## src/rtl/imem_port_arbiter.sv

```systemverilog
// imem_port_arbiter
// Shares one single-cycle-latency instruction memory between the fetch
// port (if_*) and a string-read port (str_*). Grants are combinational in
// the request cycle, the read data returns one cycle later on the port that
// owned the grant, and a starvation counter guarantees the string port a
// slot after STARVE_MAX consecutive contended fetch wins.
module imem_port_arbiter #(
   parameter int unsigned STARVE_MAX = 4,
   parameter logic [31:0] BASE_WORD  = 32'h00100000,
   parameter logic [31:0] LIMIT_WORD = 32'h00100100
) (
   input  logic        clk,
   input  logic        rst_n,

   // instruction fetch port
   input  logic        if_req,
   input  logic [31:0] if_addr,
   output logic        if_gnt,
   output logic        if_rvalid,
   output logic [31:0] if_rdata,
   output logic        if_err,

   // string-read port
   input  logic        str_req,
   input  logic [31:0] str_addr,
   output logic        str_gnt,
   output logic        str_rvalid,
   output logic [31:0] str_rdata,
   output logic        str_err,

   // memory side
   output logic        mem_en,
   output logic [29:0] mem_addr,
   input  logic [31:0] mem_rdata,

   // statistics
   output logic [31:0] num_instr
);

   // The starvation counter is at least 3 bits wide and grows if STARVE_MAX
   // needs more.
   localparam int unsigned STARVE_CLOG = $clog2(STARVE_MAX + 1);
   localparam int unsigned STARVE_W    = (STARVE_CLOG > 3) ? STARVE_CLOG : 3;
   localparam logic [STARVE_W-1:0] STARVE_LIM = STARVE_W'(STARVE_MAX);

   // Which port the read currently in the response stage belongs to.
   typedef enum logic [1:0] {
      OWN_NONE = 2'd0,
      OWN_IF   = 2'd1,
      OWN_STR  = 2'd2
   } owner_t;

   owner_t              owner_reg;
   logic                err_reg;
   logic [STARVE_W-1:0] starve_cnt_reg;
   logic [31:0]         num_instr_reg;

   logic                contended;
   logic                starve_hit;
   logic                if_win;
   logic                str_win;
   logic                any_gnt;
   logic [31:0]         sel_addr;
   logic [29:0]         sel_idx;
   logic                sel_legal;
   owner_t              owner_next;

   // ------------------------------------------------------------------
   // Arbitration
   // ------------------------------------------------------------------
   assign contended  = if_req && str_req;
   assign starve_hit = (starve_cnt_reg == STARVE_LIM);

   // Nothing is granted while reset is held; the string port wins when it is
   // alone or when the fetch port has used up its run of contended wins.
   assign str_win = rst_n && str_req && (!if_req || starve_hit);
   assign if_win  = rst_n && if_req && !str_win;
   assign any_gnt = if_win || str_win;

   assign if_gnt  = if_win;
   assign str_gnt = str_win;

   // ------------------------------------------------------------------
   // Address selection and range check
   // ------------------------------------------------------------------
   // Byte offset bits are dropped: any byte address inside a word reads it.
   assign sel_addr = str_win ? str_addr : if_addr;
   assign sel_idx  = sel_addr[31:2];

   // Full 30-bit index, zero-extended, against the inclusive legal window.
   assign sel_legal = ({2'b00, sel_idx} >= BASE_WORD) &&
                      ({2'b00, sel_idx} <= LIMIT_WORD);

   // Out-of-range grants never touch memory; they only produce an error reply.
   assign mem_en   = any_gnt && sel_legal;
   assign mem_addr = sel_idx;

   // Owner of the next response stage, decided by this cycle's grant.
   always_comb begin
      owner_next = OWN_NONE;
      if (if_win) begin
         owner_next = OWN_IF;
      end else if (str_win) begin
         owner_next = OWN_STR;
      end
   end

   // ------------------------------------------------------------------
   // State
   // ------------------------------------------------------------------
   // Response stage: remember who was granted and whether it was out of range.
   always_ff @(posedge clk or negedge rst_n) begin
      if (!rst_n) begin
         owner_reg <= OWN_NONE;
         err_reg   <= 1'b0;
      end else begin
         owner_reg <= owner_next;
         err_reg   <= any_gnt && !sel_legal;
      end
   end

   // Starvation tracking: count contended fetch wins, clear on any string grant.
   always_ff @(posedge clk or negedge rst_n) begin
      if (!rst_n) begin
         starve_cnt_reg <= '0;
      end else if (str_win) begin
         starve_cnt_reg <= '0;
      end else if (contended && if_win && (starve_cnt_reg < STARVE_LIM)) begin
         starve_cnt_reg <= starve_cnt_reg + 1'b1;
      end
   end

   // Completed-fetch counter: steps on the edge that launches a legal fetch
   // response, so the new value is visible in the same cycle as if_rvalid.
   // Wraps naturally at 32 bits.
   always_ff @(posedge clk or negedge rst_n) begin
      if (!rst_n) begin
         num_instr_reg <= '0;
      end else if (if_win && sel_legal) begin
         num_instr_reg <= num_instr_reg + 32'd1;
      end
   end

   assign num_instr = num_instr_reg;

   // ------------------------------------------------------------------
   // Response steering (index 0 = fetch port, 1 = string port)
   // ------------------------------------------------------------------
   logic [1:0]  port_valid;
   logic [1:0]  port_err;
   logic [31:0] port_rdata [2];

   genvar gi;
   generate
      for (gi = 0; gi < 2; gi++) begin : g_resp
         localparam owner_t PORT_TAG = (gi == 0) ? OWN_IF : OWN_STR;
         // A port sees data only when it owns the response stage; an error
         // reply carries zero data.
         assign port_valid[gi] = (owner_reg == PORT_TAG);
         assign port_err[gi]   = port_valid[gi] && err_reg;
         assign port_rdata[gi] = (port_valid[gi] && !err_reg) ? mem_rdata : 32'h0;
      end
   endgenerate

   assign if_rvalid  = port_valid[0];
   assign if_err     = port_err[0];
   assign if_rdata   = port_rdata[0];
   assign str_rvalid = port_valid[1];
   assign str_err    = port_err[1];
   assign str_rdata  = port_rdata[1];

endmodule

```

## config.mk

```make
export PLATFORM = sky130hd
export DESIGN_NAME = imem_port_arbiter
export DESIGN_NICKNAME = d
export VERILOG_FILES = /design/src/rtl/imem_port_arbiter.sv
export SDC_FILE = /design/constraint.sdc
export NUM_CORES = 1
export LEC_CHECK = 0
export ABC_AREA = 0
export CORE_AREA = 5 5 77 150
export CTS_BUF_LIST = sky130_fd_sc_hd__clkbuf_8
export CTS_CLUSTER_DIAMETER = 60
export DETAILED_ROUTE_END_ITERATION = 10
export DIE_AREA = 0 0 82 155
export MAX_ROUTING_LAYER = met4
export PLACE_DENSITY = 0.77
export SYNTH_ARGS = -nofsm -noshare
export SYNTH_HDL_FRONTEND = slang
export SYNTH_SLANG_ARGS = --single-unit
```

## constraint.sdc

```tcl
create_clock -name clk -period 2.1 [get_ports clk]
set_clock_uncertainty 0.05 [all_clocks]
set_input_delay 0.42 -clock clk [delete_from_list [all_inputs] [get_ports clk]]
set_output_delay 0.42 -clock clk [all_outputs]
set_load 0.03 [all_outputs]
```

==> impl_metrics.prom, run 1 <==
# TYPE chip_impl_metric gauge
chip_impl_info{name="run_status",value="complete, but fails checks"} 1
chip_impl_info{name="failed_checks",value="negative setup slack"} 1
chip_impl_info{name="cpMaxStageDelayCell",value="sky130_fd_sc_hd__clkdlybuf4s50_1"} 1
chip_impl_info{name="tritoncts_clock_tree",value="done"} 1
chip_impl_metric{name="std_cell_rows",unit=""} 53
chip_impl_info{name="ctsRootBufferMaster",value="sky130_fd_sc_hd__clkbuf_8"} 1
chip_impl_info{name="synth.largest_area_cell",value="sky130_fd_sc_hd__dfrtp_1"} 1
chip_impl_metric{name="drc",unit=""} 0
chip_impl_metric{name="ir_worst_vdd",unit="mV"} 0.4031
chip_impl_metric{name="final_core_util",unit=""} 0.7244
chip_impl_info{name="worst_setup_path_start_kind",value="input port"} 1
chip_impl_metric{name="wl_per_cell",unit="um"} 21.39
chip_impl_metric{name="drtIter0Drc",unit=""} 256
chip_impl_metric{name="io-pin-count",unit=""} 233
chip_impl_metric{name="dpl.hpwl",unit="um"} 10390
chip_impl_metric{name="crit_fanout",unit=""} 4
chip_impl_metric{name="design.core.area",unit="um^2"} 10340
chip_impl_metric{name="grt_antenna_before_repair",unit=""} 0
chip_impl_metric{name="cts.path.max_buffers",unit=""} 2
chip_impl_metric{name="cell_depth_of_the_worst_flop_to_flop_path",unit=""} 11
chip_impl_metric{name="via_count_of_the_first_global_routing_pass",unit=""} 4320
chip_impl_metric{name="die-width",unit="um"} 82
chip_impl_metric{name="synth_seq_area_share",unit=""} 0.2962
chip_impl_metric{name="cts.sink_count",unit=""} 38
chip_impl_metric{name="globalplace.congestion",unit=""} 0.8585
chip_impl_metric{name="avgViaCountPerCell",unit=""} 5.244
chip_impl_metric{name="syn_nets",unit=""} 435
chip_impl_metric{name="max_slew.worst_pin.slew",unit="ns"} 0.6522
chip_impl_metric{name="hold_violations",unit=""} 0
chip_impl_metric{name="postSynth.asyncResetShare",unit=""} 1.000
chip_impl_metric{name="cts.reportedPaths.clkPinSlew",unit="ns"} 0.09
chip_impl_metric{name="syn_area",unit="um^2"} 3211
chip_impl_metric{name="synth_compound_area_frac",unit=""} 0.03546
chip_impl_metric{name="critPathMaxStageDelay",unit="ns"} 0.45
chip_impl_info{name="worstSetupEndpointType",value="output pin"} 1
chip_impl_metric{name="max_clock_freq",unit="MHz"} 381.4
chip_impl_metric{name="post_route_cells_drive_above_1_share",unit=""} 0.5194
chip_impl_metric{name="post-route-min-period",unit="ns"} 2.622
chip_impl_metric{name="number_of_flip_flops_under_the_largest_register_name",unit=""} 32
chip_impl_metric{name="fillerInstances",unit=""} 663
chip_impl_metric{name="cts_buffers",unit=""} 5
chip_impl_metric{name="powerDensity",unit="nW/um^2"} 421.5
chip_impl_metric{name="reg2reg_slack",unit="ns"} -0.32
chip_impl_metric{name="finish.cell_count_without_fillers",unit=""} 780
chip_impl_metric{name="placed_cells",unit=""} 723
chip_impl_metric{name="worstPathBufferInverterCount",unit=""} 2
chip_impl_metric{name="critical_path_required",unit="ns"} 1.63
chip_impl_metric{name="total_neg_setup_slack",unit="ns"} -16.30
chip_impl_metric{name="routed-via-count",unit=""} 4090
chip_impl_metric{name="min_period_over_period",unit=""} 1.248
chip_impl_metric{name="area.growth.synth_to_final",unit="%"} 133.4
chip_impl_info{name="hold_path.class",value="input port to asynchronous set/reset pin"} 1
chip_impl_metric{name="synthSimpleGateAreaFrac",unit=""} 0.4193
chip_impl_metric{name="muxShareOfSynthArea",unit=""} 0.1064
chip_impl_metric{name="dieArea",unit="um^2"} 12710
chip_impl_metric{name="report.final.setup_viol",unit=""} 65
chip_impl_info{name="synth.area.top_cells",value="sky130_fd_sc_hd__dfrtp_1, sky130_fd_sc_hd__and2_1, sky130_fd_sc_hd__nor4_2, sky130_fd_sc_hd__mux2_2, sky130_fd_sc_hd__xor2_1"} 1
chip_impl_metric{name="port_buffers",unit=""} 228
chip_impl_metric{name="maxSlewViolCount",unit=""} 0
chip_impl_metric{name="ctsHtreeMaxLevel",unit=""} 2
chip_impl_metric{name="detailedRoute.firstPassIterationCount",unit=""} 4
chip_impl_metric{name="final_antenna_net_count",unit=""} 0
chip_impl_metric{name="cp_data_arrival_time",unit="ns"} 2.15
chip_impl_metric{name="synthDominantCellAreaShare",unit=""} 0.2962
chip_impl_metric{name="number_of_antenna_diodes",unit=""} 0
chip_impl_metric{name="global_route_wire_length_before_repair",unit="um"} 22670
chip_impl_metric{name="maxSlewHeadroom",unit=""} 0.5612
chip_impl_metric{name="syn-instance-count",unit=""} 332
chip_impl_info{name="critPathTopFamily",value="simple AND/OR/NAND/NOR gates"} 1
chip_impl_metric{name="synth_edf_count",unit=""} 0
chip_impl_metric{name="dieHeight",unit="um"} 155
chip_impl_info{name="synth_top_family_by_area",value="simple AND/OR/NAND/NOR gates"} 1
chip_impl_info{name="r2r_end",value="num_instr[17]"} 1
chip_impl_metric{name="global_route.usage.total",unit=""} 0.2410
chip_impl_metric{name="initial_core_util",unit=""} 0.3104
chip_impl_metric{name="pin_count_of_the_biggest_net_entering_global_routing",unit=""} 30
chip_impl_metric{name="synth-xor-area-share",unit=""} 0.08730
chip_impl_metric{name="synth_fa_ha_area_frac",unit=""} 0.01169
chip_impl_metric{name="drv.max_cap_violation_count",unit=""} 0
chip_impl_metric{name="routed_wl",unit="um"} 16680
chip_impl_info{name="rr_startpoint",value="starve_cnt_reg[1]"} 1
chip_impl_metric{name="post-layout-total-power",unit="mW"} 3.158
chip_impl_info{name="setup.worst_path.class",value="input port to output pin"} 1
chip_impl_metric{name="setup_slack",unit="ns"} -0.5218
chip_impl_metric{name="yosysWarnings",unit=""} 0
chip_impl_metric{name="synth.lib_cells_used.distinct",unit=""} 39
chip_impl_info{name="unrepaired_setup_endpoints_after_global_routing",value="true"} 1
chip_impl_metric{name="final_net_count",unit=""} 745
chip_impl_metric{name="synth.ff_latch_count",unit=""} 38
chip_impl_metric{name="synth_area_per_cell",unit="um^2"} 9.670
chip_impl_metric{name="global_route.overflow_total",unit=""} 0
chip_impl_info{name="cells_traversed_along_the_worst_timing_path",value="clkdlybuf4s50_1 > nor4_1 > nand4_1 > o22a_4 > nor4_4 > buf_6"} 1
chip_impl_info{name="synth_ff_type",value="sky130_fd_sc_hd__dfrtp_1"} 1
chip_impl_metric{name="leakagePower",unit="nW"} 3.488
chip_impl_metric{name="clock_insertion_delay_worst_skew",unit="ns"} 0.30
## cell usage after synthesis, types with 2 or more instances
cell / number
sky130_fd_sc_hd__and2_1: 68
sky130_fd_sc_hd__and3_1: 6
sky130_fd_sc_hd__buf_1: 2
sky130_fd_sc_hd__buf_2: 4
sky130_fd_sc_hd__buf_6: 3
sky130_fd_sc_hd__clkbuf_1: 12
sky130_fd_sc_hd__dfrtp_1: 38
sky130_fd_sc_hd__ha_1: 3
sky130_fd_sc_hd__inv_1: 9
sky130_fd_sc_hd__mux2_2: 28
sky130_fd_sc_hd__nand2_1: 8
sky130_fd_sc_hd__nand3_1: 13
sky130_fd_sc_hd__nand4_1: 24
sky130_fd_sc_hd__nor2_1: 11
sky130_fd_sc_hd__nor2b_1: 4
sky130_fd_sc_hd__nor4_1: 13
sky130_fd_sc_hd__nor4_2: 27
sky130_fd_sc_hd__nor4_4: 2
sky130_fd_sc_hd__nor4b_1: 3
sky130_fd_sc_hd__nor4b_2: 2
sky130_fd_sc_hd__o21ai_0: 2
sky130_fd_sc_hd__or4_1: 3
sky130_fd_sc_hd__xnor2_1: 6
sky130_fd_sc_hd__xor2_1: 26
## layout make-up
cell class                 instances  area (um^2)  share of cell area
clock buffer                       6        82.58             0.01102
tap                              137        171.4             0.02288
clock inverter                     2        60.06            0.008015
timing repair buffer             324         3396              0.4532
multi-input combinational        264         2799              0.3735
sequential                        38        950.9              0.1269
inverter                           9        33.78            0.004508
## through the flow
| stage | setup WS, ns | cell area [um^2] | hold WS, ns |
|---|---|---|---|
| finish | -0.5218 | 7493 | 0.1997 |
| global route | -0.5747 | 7493 | 0.1874 |
| CTS | -0.4453 | 6902 | 0.1782 |
| detailed placement | -0.7264 | 5869 | 0.4203 |
| global placement | -0.7044 | 5869 | 0.4090 |
| floorplan | -0.3228 | 3251 | 0.07441 |
## report_power, final
part           switching [mW]  leakage [nW]  internal (mW)
registers              0.0295         0.499          0.761
clock network           0.294        0.0714          0.507
logic                   0.734          2.92          0.833
## how the worst max path moves through the flow
stage / cells past startpoint / to / start
floorplan: 5 / mem_en / if_addr[5]
global placement: 6 / mem_addr[21] / str_req
detailed placement: 6 / mem_addr[12] / str_req
CTS: 8 / mem_en / starve_cnt_reg[0]
global route: 6 / mem_en / str_addr[19]
finish: 6 / mem_en / str_addr[19]
## logic make-up (layout without fill, tap and decap cells)
logic type | after synthesis | count (layout)
muxes | 30 | 30
DFF | 38 | 38
adders and majority gates | 3 | 3
buffers and inverters | 30 | 341
xor gates and xnor gates | 32 | 32
and+or+nand+nor | 188 | 188
AOI/OAI and AO/OA | 11 | 11
## cells in the final DEF, fill, tap and decap left out, types with 24 or more instances in the layout
cell / count
sky130_fd_sc_hd__clkdlybuf4s50_1: 102
sky130_fd_sc_hd__buf_4: 86
sky130_fd_sc_hd__buf_6: 79
sky130_fd_sc_hd__dfrtp_1: 38
sky130_fd_sc_hd__and2_1: 36
sky130_fd_sc_hd__and2_4: 31
sky130_fd_sc_hd__nor4_4: 31
sky130_fd_sc_hd__xor2_1: 26
sky130_fd_sc_hd__mux2_4: 24
sky130_fd_sc_hd__nand4_1: 24
## per-layer routing
layer  up-vias  track usage  share of wire
met3        34      0.06083           0.10
met4         0      0.07369          0.032
li1       1833            -              -
met2       277       0.4211           0.52
met1      1946       0.2612           0.35
met5         -            -              0
## worst min-delay path: cells and delay by family
kind	cells	cell delay (ns)
buffers and inverters	3	0.51
## what timing repair did
item | in CTS | in global routing
resized for setup | 301 | 132
gates cloned | 5 | 3
buffers inserted | 27 | 20
pin swaps | 70 | 68
hold buffers | 0 | 0
endpoints found under the setup margin | 99 | 125
No activity file was read; power rests on OpenSTA's default activity.
==> run 2, diff against run 1 <==
--- a/config.mk
+++ b/config.mk
@@ -11,7 +11,6 @@
 export CTS_CLUSTER_DIAMETER = 60
 export DETAILED_ROUTE_END_ITERATION = 10
 export DIE_AREA = 0 0 82 155
-export MAX_ROUTING_LAYER = met4
 export PLACE_DENSITY = 0.77
 export SYNTH_ARGS = -nofsm -noshare
 export SYNTH_HDL_FRONTEND = slang
==> impl_metrics.prom, run 2 (synthesized netlist as in run 1, its figures left out) <==
# TYPE chip_impl_metric gauge
chip_impl_info{name="run_status",value="complete, but fails checks"} 1
chip_impl_info{name="failed_checks",value="negative setup slack"} 1
chip_impl_metric{name="cp_data_arrival_time",unit="ns"} 2.17
chip_impl_metric{name="via_count_of_the_first_global_routing_pass",unit=""} 4319
chip_impl_metric{name="globalplace.congestion",unit=""} 0.8453
chip_impl_metric{name="number_of_antenna_diodes",unit=""} 0
chip_impl_metric{name="cts_buffers",unit=""} 5
chip_impl_metric{name="gr-usage-met3",unit=""} 0.07532
chip_impl_metric{name="number_of_flip_flops_under_the_largest_register_name",unit=""} 32
chip_impl_metric{name="final_core_util",unit=""} 0.7183
chip_impl_metric{name="final_antenna_net_count",unit=""} 0
chip_impl_metric{name="global_route.overflow_total",unit=""} 0
chip_impl_info{name="worstSetupEndpointType",value="output pin"} 1
chip_impl_metric{name="routed_wl",unit="um"} 16720
chip_impl_metric{name="global_route_wire_length_before_repair",unit="um"} 22740
chip_impl_info{name="setup.worst_path.class",value="input port to output pin"} 1
chip_impl_metric{name="critical_path_required",unit="ns"} 1.63
chip_impl_metric{name="cell_depth_of_the_worst_flop_to_flop_path",unit=""} 12
chip_impl_metric{name="maxSlewHeadroom",unit=""} 0.5814
chip_impl_metric{name="initial_core_util",unit=""} 0.3104
chip_impl_info{name="layout_commonest_cell",value="sky130_fd_sc_hd__clkdlybuf4s50_1"} 1
chip_impl_metric{name="ir_worst_vdd",unit="mV"} 0.4061
chip_impl_metric{name="fillerInstances",unit=""} 668
chip_impl_metric{name="powerDensity",unit="nW/um^2"} 424.1
chip_impl_metric{name="final_net_count",unit=""} 743
chip_impl_metric{name="min_period_over_period",unit=""} 1.256
chip_impl_metric{name="post_route_cells_drive_above_1_share",unit=""} 0.5164
chip_impl_metric{name="report.final.setup_viol",unit=""} 65
chip_impl_metric{name="std_cell_rows",unit=""} 53
chip_impl_metric{name="dpl.hpwl",unit="um"} 10390
chip_impl_metric{name="grt_antenna_before_repair",unit=""} 0
chip_impl_metric{name="avgViaCountPerCell",unit=""} 5.332
chip_impl_metric{name="area.growth.synth_to_final",unit="%"} 131.4
chip_impl_metric{name="pin_count_of_the_biggest_net_entering_global_routing",unit=""} 30
chip_impl_metric{name="place_ws",unit="ns"} -0.7264
chip_impl_metric{name="io-pin-count",unit=""} 233
chip_impl_metric{name="setup_slack",unit="ns"} -0.5373
chip_impl_metric{name="register_area",unit="um^2"} 950.9
chip_impl_metric{name="grtUsageMet2",unit=""} 0.4203
chip_impl_info{name="worst_setup_path_start_kind",value="input port"} 1
chip_impl_metric{name="finish.cell_count_without_fillers",unit=""} 778
chip_impl_info{name="startpoint",value="str_addr[18]"} 1
chip_impl_info{name="unrepaired_setup_endpoints_after_global_routing",value="true"} 1
chip_impl_metric{name="crit_fanout",unit=""} 2
chip_impl_metric{name="global_route.usage.total",unit=""} 0.2342
chip_impl_metric{name="design.core.area",unit="um^2"} 10340
chip_impl_metric{name="drc",unit=""} 0
chip_impl_metric{name="routed-via-count",unit=""} 4148
chip_impl_metric{name="clock_insertion_delay_worst_skew",unit="ns"} 0.30
chip_impl_info{name="grt.busiest_layer",value="met2"} 1
chip_impl_metric{name="multiInputGateArea",unit="um^2"} 2790
chip_impl_metric{name="wl_per_cell",unit="um"} 21.49
chip_impl_metric{name="port_buffers",unit=""} 228
chip_impl_metric{name="max_clock_freq",unit="MHz"} 379.2
chip_impl_metric{name="dieHeight",unit="um"} 155
chip_impl_metric{name="cts_hold_buffers_added",unit=""} 0
chip_impl_metric{name="max_slew.worst_pin.slew",unit="ns"} 0.6214
chip_impl_metric{name="placed_cells",unit=""} 723
chip_impl_metric{name="post-route-min-period",unit="ns"} 2.637
chip_impl_metric{name="leakagePower",unit="nW"} 3.470
chip_impl_metric{name="die-width",unit="um"} 82
chip_impl_metric{name="global_route.usage.met1",unit=""} 0.2503
chip_impl_metric{name="detailedRoute.firstPassIterationCount",unit=""} 5
chip_impl_metric{name="cts.reportedPaths.clkPinSlew",unit="ns"} 0.09
chip_impl_metric{name="cts.sink_count",unit=""} 38
chip_impl_metric{name="fin_hold_ws",unit="ns"} 0.2094
chip_impl_metric{name="maxSlewViolCount",unit=""} 0
chip_impl_info{name="rr_startpoint",value="starve_cnt_reg[0]"} 1
chip_impl_metric{name="drtIter0Drc",unit=""} 348
chip_impl_metric{name="drv.max_cap_violation_count",unit=""} 0
chip_impl_info{name="hold_path.class",value="input port to asynchronous set/reset pin"} 1
chip_impl_metric{name="ctsHtreeMaxLevel",unit=""} 2
chip_impl_info{name="tritoncts_clock_tree",value="done"} 1
chip_impl_metric{name="dieArea",unit="um^2"} 12710
chip_impl_info{name="ctsRootBufferMaster",value="sky130_fd_sc_hd__clkbuf_8"} 1
chip_impl_metric{name="cts.path.max_buffers",unit=""} 2
chip_impl_info{name="mostFrequentLayoutCells",value="sky130_fd_sc_hd__clkdlybuf4s50_1, sky130_fd_sc_hd__buf_4, sky130_fd_sc_hd__buf_6"} 1
chip_impl_metric{name="reg2reg_slack",unit="ns"} -0.33
chip_impl_metric{name="hold_violations",unit=""} 0
run 2: timing repair:
item | 4_1_cts | 5_1_grt
gates cloned | 5 | 3
gates resized for setup | 301 | 118
buffers inserted | 27 | 17
setup endpoints to repair | 99 | 125
pin swaps | 70 | 64
hold endpoints to repair | 0 | 0
run 2: final timing paths:
| check | endpoint |
|---|---|
| setup / recovery | mem_en |
| hold / removal | starve_cnt_reg[0] |
| setup reg to reg | num_instr[17] |
| hold reg to reg | num_instr[31] |
| max in group asynchronous | num_instr[13] |
| min in group clk | num_instr[31] |
run 2: final cells by class:
type,count,share of cell area
clock buffer,6,0.01111
clock inverter,2,0.008082
inverter,9,0.004546
multi-input combinational,264,0.3755
sequential,38,0.1280
tap,137,0.02307
timing repair buffer,322,0.4497
run 2: metrics by stage:
stage	TNS, ns	cell area (um^2)	power, mW
final	-18.01	7431	3.152
after global placement	-37.87	5869	1.852
after CTS	-14.23	6902	2.954
after global routing	-23.22	7431	3.256
after detailed placement	-39.40	5869	1.866
after floorplan	-0.3852	3251	1.311
run 2: worst max-delay path, cell delays in order:
cell                              delay [ns]
sky130_fd_sc_hd__clkdlybuf4s50_1        0.45
sky130_fd_sc_hd__nor4_1                 0.39
sky130_fd_sc_hd__nand4_1                0.17
sky130_fd_sc_hd__o22a_4                 0.29
sky130_fd_sc_hd__nor4_4                 0.28
sky130_fd_sc_hd__buf_6                  0.17
run 2: power breakdown:
part	switching, mW	leakage (nW)	total, mW	internal, mW
Combinational	0.737	2.90	1.56	0.823
Clock	0.296	0.0714	0.804	0.507
Sequential	0.0270	0.499	0.788	0.761
run 2: per-layer routing:
| layer | wire [um] | share of wire |
|---|---|---|
| met5 | 0 | 0 |
| met4 | 652 | 0.039 |
| met3 | 1914 | 0.11 |
| met1 | 5548 | 0.33 |
| met2 | 8604 | 0.51 |
